===== config.mk =====
export PLATFORM = sky130hd
export DESIGN_NAME = controle_porta
export DESIGN_NICKNAME = d
export VERILOG_FILES = /design/src/rtl/porta_pkg.sv /design/src/rtl/porta_timer.sv /design/src/rtl/controle_porta.sv
export SDC_FILE = /design/constraint.sdc
export NUM_CORES = 1
export LEC_CHECK = 0
export ABC_AREA = 0
export CAP_MARGIN = 20
export CORE_UTILIZATION = 28
export CTS_CLUSTER_DIAMETER = 100
export DETAILED_ROUTE_END_ITERATION = 12
export GPL_TIMING_DRIVEN = 0
export MAX_ROUTING_LAYER = met4
export PLACE_DENSITY_LB_ADDON = 0.12
export SLEW_MARGIN = 20
export SYNTH_ARGS = -nofsm -noshare
export SYNTH_HDL_FRONTEND = slang
export SYNTH_SLANG_ARGS = --single-unit

===== constraint.sdc =====
create_clock -name clock -period 1.95 [get_ports clock]
set_input_delay 0.2925 -clock clock [delete_from_list [all_inputs] [get_ports clock]]
set_output_delay 0.2925 -clock clock [all_outputs]
set_load 0.005 [all_outputs]

===== src/rtl/porta_pkg.sv =====
// Shared types and helpers for the door controller.
// Holds the door FSM state encoding and the timer width calculation.
package porta_pkg;

  typedef enum logic [1:0] {
    FECHADA  = 2'd0,
    ABRINDO  = 2'd1,
    ABERTA   = 2'd2,
    FECHANDO = 2'd3
  } estado_porta_t;

  // Width that holds the largest reload value without wrapping.
  function automatic int cnt_width(input int hold, input int open, input int close,
                                   input int max_obs);
    int mx;
    mx = hold;
    if (open > mx)    mx = open;
    if (close > mx)   mx = close;
    if (max_obs > mx) mx = max_obs;
    return $clog2(mx + 1);
  endfunction

endpackage


===== src/rtl/porta_timer.sv =====
// Loadable down-counter shared by every timed door state.
// Decrements only while nonzero, so it never wraps; zero is a flag for the FSM.
module porta_timer #(
  parameter int W = 3
) (
  input  logic         clock,
  input  logic         reset,
  input  logic         load,
  input  logic [W-1:0] load_val,
  input  logic         dec,
  output logic         zero
);

  logic [W-1:0] count;

  // NOTE: sequential state is updated with non-blocking assignments only, so
  // every register samples the pre-edge values of its neighbours.
  always_ff @(posedge clock) begin
    if (reset)
      count <= '0;
    else if (load)
      count <= load_val;
    else if (dec && count != '0)
      count <= count - 1'b1;
  end

  assign zero = (count == '0);

endmodule


===== src/rtl/controle_porta.sv =====
// Elevator door controller: closed/opening/open/closing FSM with dwell and
// motor timers. Optional nudge (forced close on long obstruction): PORTA_NUDGE_EN.
module controle_porta
  import porta_pkg::*;
#(
  parameter int HOLD_CYCLES  = 4,
  parameter int OPEN_CYCLES  = 2,
  parameter int CLOSE_CYCLES = 2,
  parameter int MAX_OBSTRUCT = 8
) (
  input  logic clock,
  input  logic reset,
  input  logic chegada,
  input  logic sensor,
  input  logic segurar,
  input  logic fechar,
  input  logic estadomover,
  output logic mover,
  output logic porta_aberta,
  output logic motor_abrir,
  output logic motor_fechar,
  output logic alarme
);

  localparam int W = cnt_width(HOLD_CYCLES, OPEN_CYCLES, CLOSE_CYCLES, MAX_OBSTRUCT);
  localparam logic [W-1:0] HOLD_V  = W'(HOLD_CYCLES - 1);
  localparam logic [W-1:0] OPEN_V  = W'(OPEN_CYCLES - 1);
  localparam logic [W-1:0] CLOSE_V = W'(CLOSE_CYCLES - 1);

  estado_porta_t state, state_n;
  logic          obst;
  logic          t_load, t_dec, t_zero;
  logic [W-1:0]  t_val;
  logic          nudge_on;

`ifdef PORTA_NUDGE_EN
  localparam logic [W-1:0] MAX_V = W'(MAX_OBSTRUCT - 1);
  logic [W-1:0] obs_cnt, obs_n;
  logic         nudge, nudge_n;
  assign nudge_on = nudge;
`else
  assign nudge_on = 1'b0;
`endif

  assign obst = ~estadomover & (sensor | segurar);

  porta_timer #(.W(W)) u_timer (
    .clock    (clock),
    .reset    (reset),
    .load     (t_load),
    .load_val (t_val),
    .dec      (t_dec),
    .zero     (t_zero)
  );

  // NOTE: every signal written here gets a default first; a path that leaves
  // one unassigned would infer a latch.
  always_comb begin
    state_n = state;
    t_load  = 1'b0;
    t_val   = '0;
    t_dec   = 1'b0;
`ifdef PORTA_NUDGE_EN
    obs_n   = obs_cnt;
    nudge_n = nudge;
`endif
    // Motion outside FECHADA is illegal: everything freezes.
    if (!estadomover) begin
      unique case (state)
        FECHADA: begin
          if (chegada || segurar) begin
            state_n = ABRINDO;
            t_load  = 1'b1;
            t_val   = OPEN_V;
          end
        end
        ABRINDO: begin
          if (t_zero) begin
            state_n = ABERTA;
            t_load  = 1'b1;
            t_val   = HOLD_V;
          end else begin
            t_dec = 1'b1;
          end
        end
        ABERTA: begin
          if (obst) begin
`ifdef PORTA_NUDGE_EN
            if (obs_cnt == MAX_V) begin
              state_n = FECHANDO;
              t_load  = 1'b1;
              t_val   = CLOSE_V;
              nudge_n = 1'b1;
            end else begin
              obs_n  = obs_cnt + 1'b1;
              t_load = 1'b1;
              t_val  = HOLD_V;
            end
`else
            t_load = 1'b1;
            t_val  = HOLD_V;
`endif
          end else if (fechar || t_zero) begin
            state_n = FECHANDO;
            t_load  = 1'b1;
            t_val   = CLOSE_V;
          end else begin
            t_dec = 1'b1;
          end
        end
        FECHANDO: begin
          if (obst && !nudge_on) begin
            state_n = ABRINDO;
            t_load  = 1'b1;
            t_val   = OPEN_V;
          end else if (t_zero) begin
            state_n = FECHADA;
          end else begin
            t_dec = 1'b1;
          end
        end
        default: state_n = FECHADA;
      endcase
`ifdef PORTA_NUDGE_EN
      if (state_n != ABERTA || !obst) obs_n = '0;
      if (state_n == FECHADA) nudge_n = 1'b0;
`endif
    end
  end

  // Outputs are decoded from the next state so they line up with the state register.
  always_ff @(posedge clock) begin
    if (reset) begin
      state        <= FECHADA;
      mover        <= 1'b1;
      porta_aberta <= 1'b0;
      motor_abrir  <= 1'b0;
      motor_fechar <= 1'b0;
      alarme       <= 1'b0;
    end else begin
      state        <= state_n;
      mover        <= (state_n == FECHADA);
      porta_aberta <= (state_n == ABERTA);
      motor_abrir  <= (state_n == ABRINDO);
      motor_fechar <= (state_n == FECHANDO);
`ifdef PORTA_NUDGE_EN
      alarme       <= nudge_n;
`else
      alarme       <= 1'b0;
`endif
    end
  end

`ifdef PORTA_NUDGE_EN
  always_ff @(posedge clock) begin
    if (reset) begin
      obs_cnt <= '0;
      nudge   <= 1'b0;
    end else begin
      obs_cnt <= obs_n;
      nudge   <= nudge_n;
    end
  end
`endif

  a_no_motion_open : assert property (
    @(posedge clock) disable iff (reset) !(estadomover && state != FECHADA));

endmodule


Yosys cells after proc, flatten, opt, wreduce, memory -nomap -nowiden
Cells that the tools add are included.

Add/subtract/negate cells: 1. Equal/unequal tests: 6. Mux-type cells: 30. Bitwise operators: 3. Reductions and logical operators: 8.

Operators with widths (number): $mux 2 (9); $pmux 4 s4 (1); $mux 1 (14); $mux 4 (3); $eq 2x2->1 const B (4); $pmux 2 s4 (1); $eq 2x1->1 const B (2); $logic_not 2->1 (2); $logic_not 4->1 (1); $pmux 1 s4 (1); $reduce_bool 4->1 (1); $sub 4x1->4 const B (1); $pmux 1 s3 (1); $logic_or 1x1->1 (2); $reduce_bool 2->1 (1); $and 1x1->1 (1); $logic_and 1x1->1 (1); $not 1->1 (1); $or 1x1->1 (1).

Register bits: 10. Bits of input ports: 7. Logic and storage cells: 54.

Logic depth before layout (Yosys ltp)
Depth in word-level cells: 9. Gate-level depth with buffers: 7. Mapped depth without buffers: 7.

Modules after synthesis
Synthesis repeated with hierarchy kept, for this count alone.

Cells, all modules: 73. Area total of the unflattened synthesis: 616.8 um2.

By module, submodules not included: controle_porta (instances 1, cells each 44, area each 354.1 um2, sequential area each 120.1 um2); porta_timer (instances 1, cells each 29, area each 262.8 um2, sequential area each 80.1 um2).

Worst setup path after synthesis
No wires, ideal clock.

Path type: reg2reg. Start point: reg u_timer.count[0]. End point: reg mover. Data arrival time: 1.475 ns. Data required time: 1.834 ns. Path slack: 0.359 ns. Stages on the path, launching flop included: 7. Buffers on the path: 0. Clock period less this slack: 1.591 ns. Path through: dfxtp_1 inv_1 ha_1 nor3b_4 o41ai_1 a221o_1 a31o_2.

Cells in the longest elaborated chain, start to end: 7.

RTL lines: from (decl) (line porta_timer.sv:14) `logic [W-1:0] count;`; from (signal assigned) (line porta_timer.sv:22) `count <= load_val;`; from (signal assigned) (line porta_timer.sv:24) `count <= count - 1'b1;`; $logic_not 4->1 * (line porta_timer.sv:27) `assign zero = (count == '0);`; $logic_or 1x1->1 (line controle_porta.sv:103) `end else if (fechar || t_zero) begin`; $mux 2 (line controle_porta.sv:103); $mux 2 (line controle_porta.sv:87) `if (obst) begin`; $pmux 2 s4 * (line controle_porta.sv:69) `unique case (state)`; $mux 2 * (line controle_porta.sv:68) `if (!estadomover) begin`; $logic_not 2->1 * (line controle_porta.sv:142) `mover <= (state_n == FECHADA);`; to (signal assigned) (line controle_porta.sv:142); to (decl) (line controle_porta.sv:18) `output logic mover,`.

Every way passes the cells marked *; elsewhere a longest branch is shown, timed or not. A chain may end at the register's enable or synchronous reset.

Worst setup path in the final report
Start point: reg u_timer.count[0]. End point: reg porta_aberta.

Cells in the longest elaborated chain, start to end: 7.

RTL lines: $logic_not 4->1 * (line porta_timer.sv:27); $logic_or 1x1->1 (line controle_porta.sv:103); $mux 2 (line controle_porta.sv:103); $mux 2 (line controle_porta.sv:87); $pmux 2 s4 * (line controle_porta.sv:69); $mux 2 * (line controle_porta.sv:68); $eq 2x2->1 * (line controle_porta.sv:143) `porta_aberta <= (state_n == ABERTA);`; to (signal assigned) (line controle_porta.sv:143); to (decl) (line controle_porta.sv:19) `output logic porta_aberta,`.

Marks and branches as above.

==> impl_results.md <==
- Outcome: finished clean
- Place WS: between 0.007 and 0.008 ns
- Worst path cell trace: inv_1, ha_1, nor3b_4, o311ai_0, a2bb2oi_1, nor2_1, and2_1
- Power density cells: 785 nW/um2
- First-pass DRT Iterations: 4
- Crit path max-delay cell type: nor3b_4
- Setup WS post-layout: ~0.17 ns
- Global route overflow: 0
- Register Area: between 200 and 250 um2
- Area after DPL: 654 um2
- Root Buffer: clkbuf_4
- FP Rows: 15
- Vias per Instance: 4.88
- Syn Std Cell Area: 533 um2
- YS warnings: 0
- Number of CTS-inserted buffers: 3
- Placer Congestion: 0.779
- Element type at the critical path end: register
- Comb power frac: 21.6%
- Final slew viol count: 0
- Die W: 45.6 um
- Core ar.: 1760 um2
- CTS clk-pin slew, worst paths: ~0.07 ns
- Switching pwr: 150 uW
- Synth Area in Adders: 2.35%
- Req. time, crit path: 2.12 ns
- Fin crit period: 1.78 ns
- Vias: 459
- RSZ-0062 raised after global routing: false
- Post-synth top area cell: dfxtp_1
- Clock latency at the later pin of the worst-skew pair: 0.27 ns
- Fin. Hold Viols: 0
- Final Cell Area: 691 um2
- Worst-path fanout max: 7
- Crit path buffers/inverters: 1
- Final Instance Count excl. Fillers: 94
- DR iter-0 viols: 6
- Compound-cell area share of the yosys netlist: 27.7%
- Tot GR Track Use: 12.5%
- Initial antenna violation count: 0
- # IOs: 12
- Clock power share: 36.1%
- TritonCTS sink count: 10
- Initial Util: between 30% and 40%
- Critical path class: register to register
- Final setup skew: 0.00259 ns
- TritonCTS clock tree: yes
- PortBufs: 9
- Post-synth top area share: 37.6%
- Worst-Margin Slew: 0.547 ns
- Max Cap Violations: 0
- Syn_area_per_cell: between 9 and 10 um2
- Crit start category: register
- Mux share of post-synthesis cell area: 1.88%
- Ant. Diodes: 0
- Vias in the first global route: between 400 and 500
- Final setup TNS: 0 ns
- Chip Height: 45.6 um
- Post-route ant nets: 0
- Hold slack final: ~0.41 ns
- Routed WL per cell: 11.5 um
- Global-route wire length before repair: 1760 um
- Full die area: 2080 um2
- Leak pwr: 0.243 nW
- H-tree depth: 1
- Resize count post-CTS: 0
- CTS max path bufs: 2
- Register area share after synthesis: between 30% and 40%
- Nets@finish: 78
- Final setup vio count: 0
- DP Wirelength: 741 um
- Placed insts: 90
- Synth unique cells: 30
- Area contributors post-synth: dfxtp_1 (38%), a2111oi_4 (5.2%), o41ai_1 (4.9%)
- Drt total wl: 1080 um
- Cell family with most CP delay: simple AND/OR/NAND/NOR gates
- Filler instances: 203
- Seq pwr share: 42.3%
- Post-Synth XOR/XNOR Area: 4.93%
- Multi-input gate area: 303 um2
- Syn nets: 64
- Total power draw: 542 uW
- HP Class: primary input to register
- Largest family of logic cells by synthesized area: compound AO/OA/AOI/OAI gates
- Largest net degree at the start of global routing: 11
- Crit-path max cell delay: approximately 0.37 ns
- Max rail drop VDD: ~0.38 mV
- Fmax: 0.561 GHz
- Int Power: 392 uW
- Drt drc: 0
- Share of cells above drive strength 1: between 10% and 20%
- Simple-gate share of the synthesized area: 19.2%
- Seq cells post-synth: 10
- Syn Inst Count: between 50 and 60
- Critical Path AT: 1.96 ns
- Switching Share: about 28%
- Final Cycle Share: 91.4%
- Fin util: approximately 39%
- Slew Limit Headroom: 63.1%
- Layout area overhead: 29.6%
## per-layer routing
metal	vias up	track usage, %	wire (um)
li1	227	-	-
met1	213	16.3	583
met2	15	16.9	402
met3	4	2.38	64
met4	0	9.09	30
met5	-	-	0
## cell type report
cell class / count / share of cell area, %
tap: 25 / 4.53
sequential: 10 / 29.0
buffer: 2 / 1.63
clock buffer: 4 / 5.25
timing repair buffer: 9 / 13.0
multi-input combinational: 39 / 43.8
inverter: 5 / 2.72
## cell usage in the layout, fill, tap and decap left out, drive strengths merged
cell type	netlist	layout
nand2b	1	1
clkbuf	1	5
o21ai	1	1
nand3	2	2
a211oi	1	1
buf	1	1
and2	1	1
o21ba	1	1
xnor2	1	1
clkdlybuf4s50	0	9
inv	5	5
a2111oi	1	1
a21oi	1	1
a21o	2	2
dfxtp	10	10
o41ai	3	3
o21a	1	1
a31o	1	1
ha	1	1
xor2	2	2
o311ai	1	1
nor2	3	3
nor3b	2	2
mux2i	1	1
nand2	4	4
a2bb2oi	1	1
nor3	5	5
conb	1	1
a221o	1	1
## registers in the layout, summed over array words and instances, names as in the netlist
signal         cells
mover              1
u_timer.count      4
motor_abrir        1
state              2
motor_fechar       1
porta_aberta       1
## cell families (layout without fill, tap and decap cells)
logic type,after synthesis,in the layout
multiplexers,1,1
AO/OA/AOI/OAI,15,15
buffers and inverters,7,20
adder cells (fa/ha/maj),1,1
AND/OR/NAND/NOR,18,18
XOR/XNOR,3,3
other,1,1
flip-flops,10,10
## worst paths after layout
| path | from | to | slack (ns) | cells after the start |
|---|---|---|---|---|
| worst min-delay path | reset | state[0] | 0.41 | 2 |
| worst max register to register | u_timer.count[0] | porta_aberta | 0.17 | 7 |
| worst min register to register | u_timer.count[3] | u_timer.count[3] | 0.59 | 2 |
| worst max-delay path | u_timer.count[0] | porta_aberta | 0.17 | 7 |
## worst register-to-register path: stages (launching register included)
cell	delay (ns)
dfxtp_1	0.31
inv_1	0.08
ha_1	0.17
nor3b_4	0.37
o311ai_0	0.22
a2bb2oi_1	0.31
nor2_1	0.08
and2_1	0.15
## timing repair
item,4_1_cts,5_1_grt
endpoints found under the setup margin,0,1
hold buffers,0,0
setup buffers,0,0
## power by group through the flow
| stage | sequential, mW | combinational (mW) | clock [mW] |
|---|---|---|---|
| 2_1_floorplan | 0.233 | 0.0770 | 0 |
| 3_3_place_gp | 0.234 | 0.118 | 0 |
| 3_5_place_dp | 0.234 | 0.117 | 0 |
| 4_1_cts | 0.229 | 0.118 | 0.198 |
| 5_1_grt | 0.231 | 0.128 | 0.204 |
| 6_report | 0.229 | 0.117 | 0.196 |
## Yosys cell counts (all sizes together)
cell type / instances
dfxtp: 10
inv: 5
nor3: 5
nand2: 4
nor2: 3
o41ai: 3
a21o: 2
nand3: 2
nor3b: 2
xor2: 2
a2111oi: 1
a211oi: 1
a21oi: 1
a221o: 1
a2bb2oi: 1
a31o: 1
and2: 1
buf: 1
clkbuf: 1
conb: 1
ha: 1
mux2i: 1
nand2b: 1
o21a: 1
o21ai: 1
o21ba: 1
o311ai: 1
xnor2: 1
(Power assumes the default switching activity.)
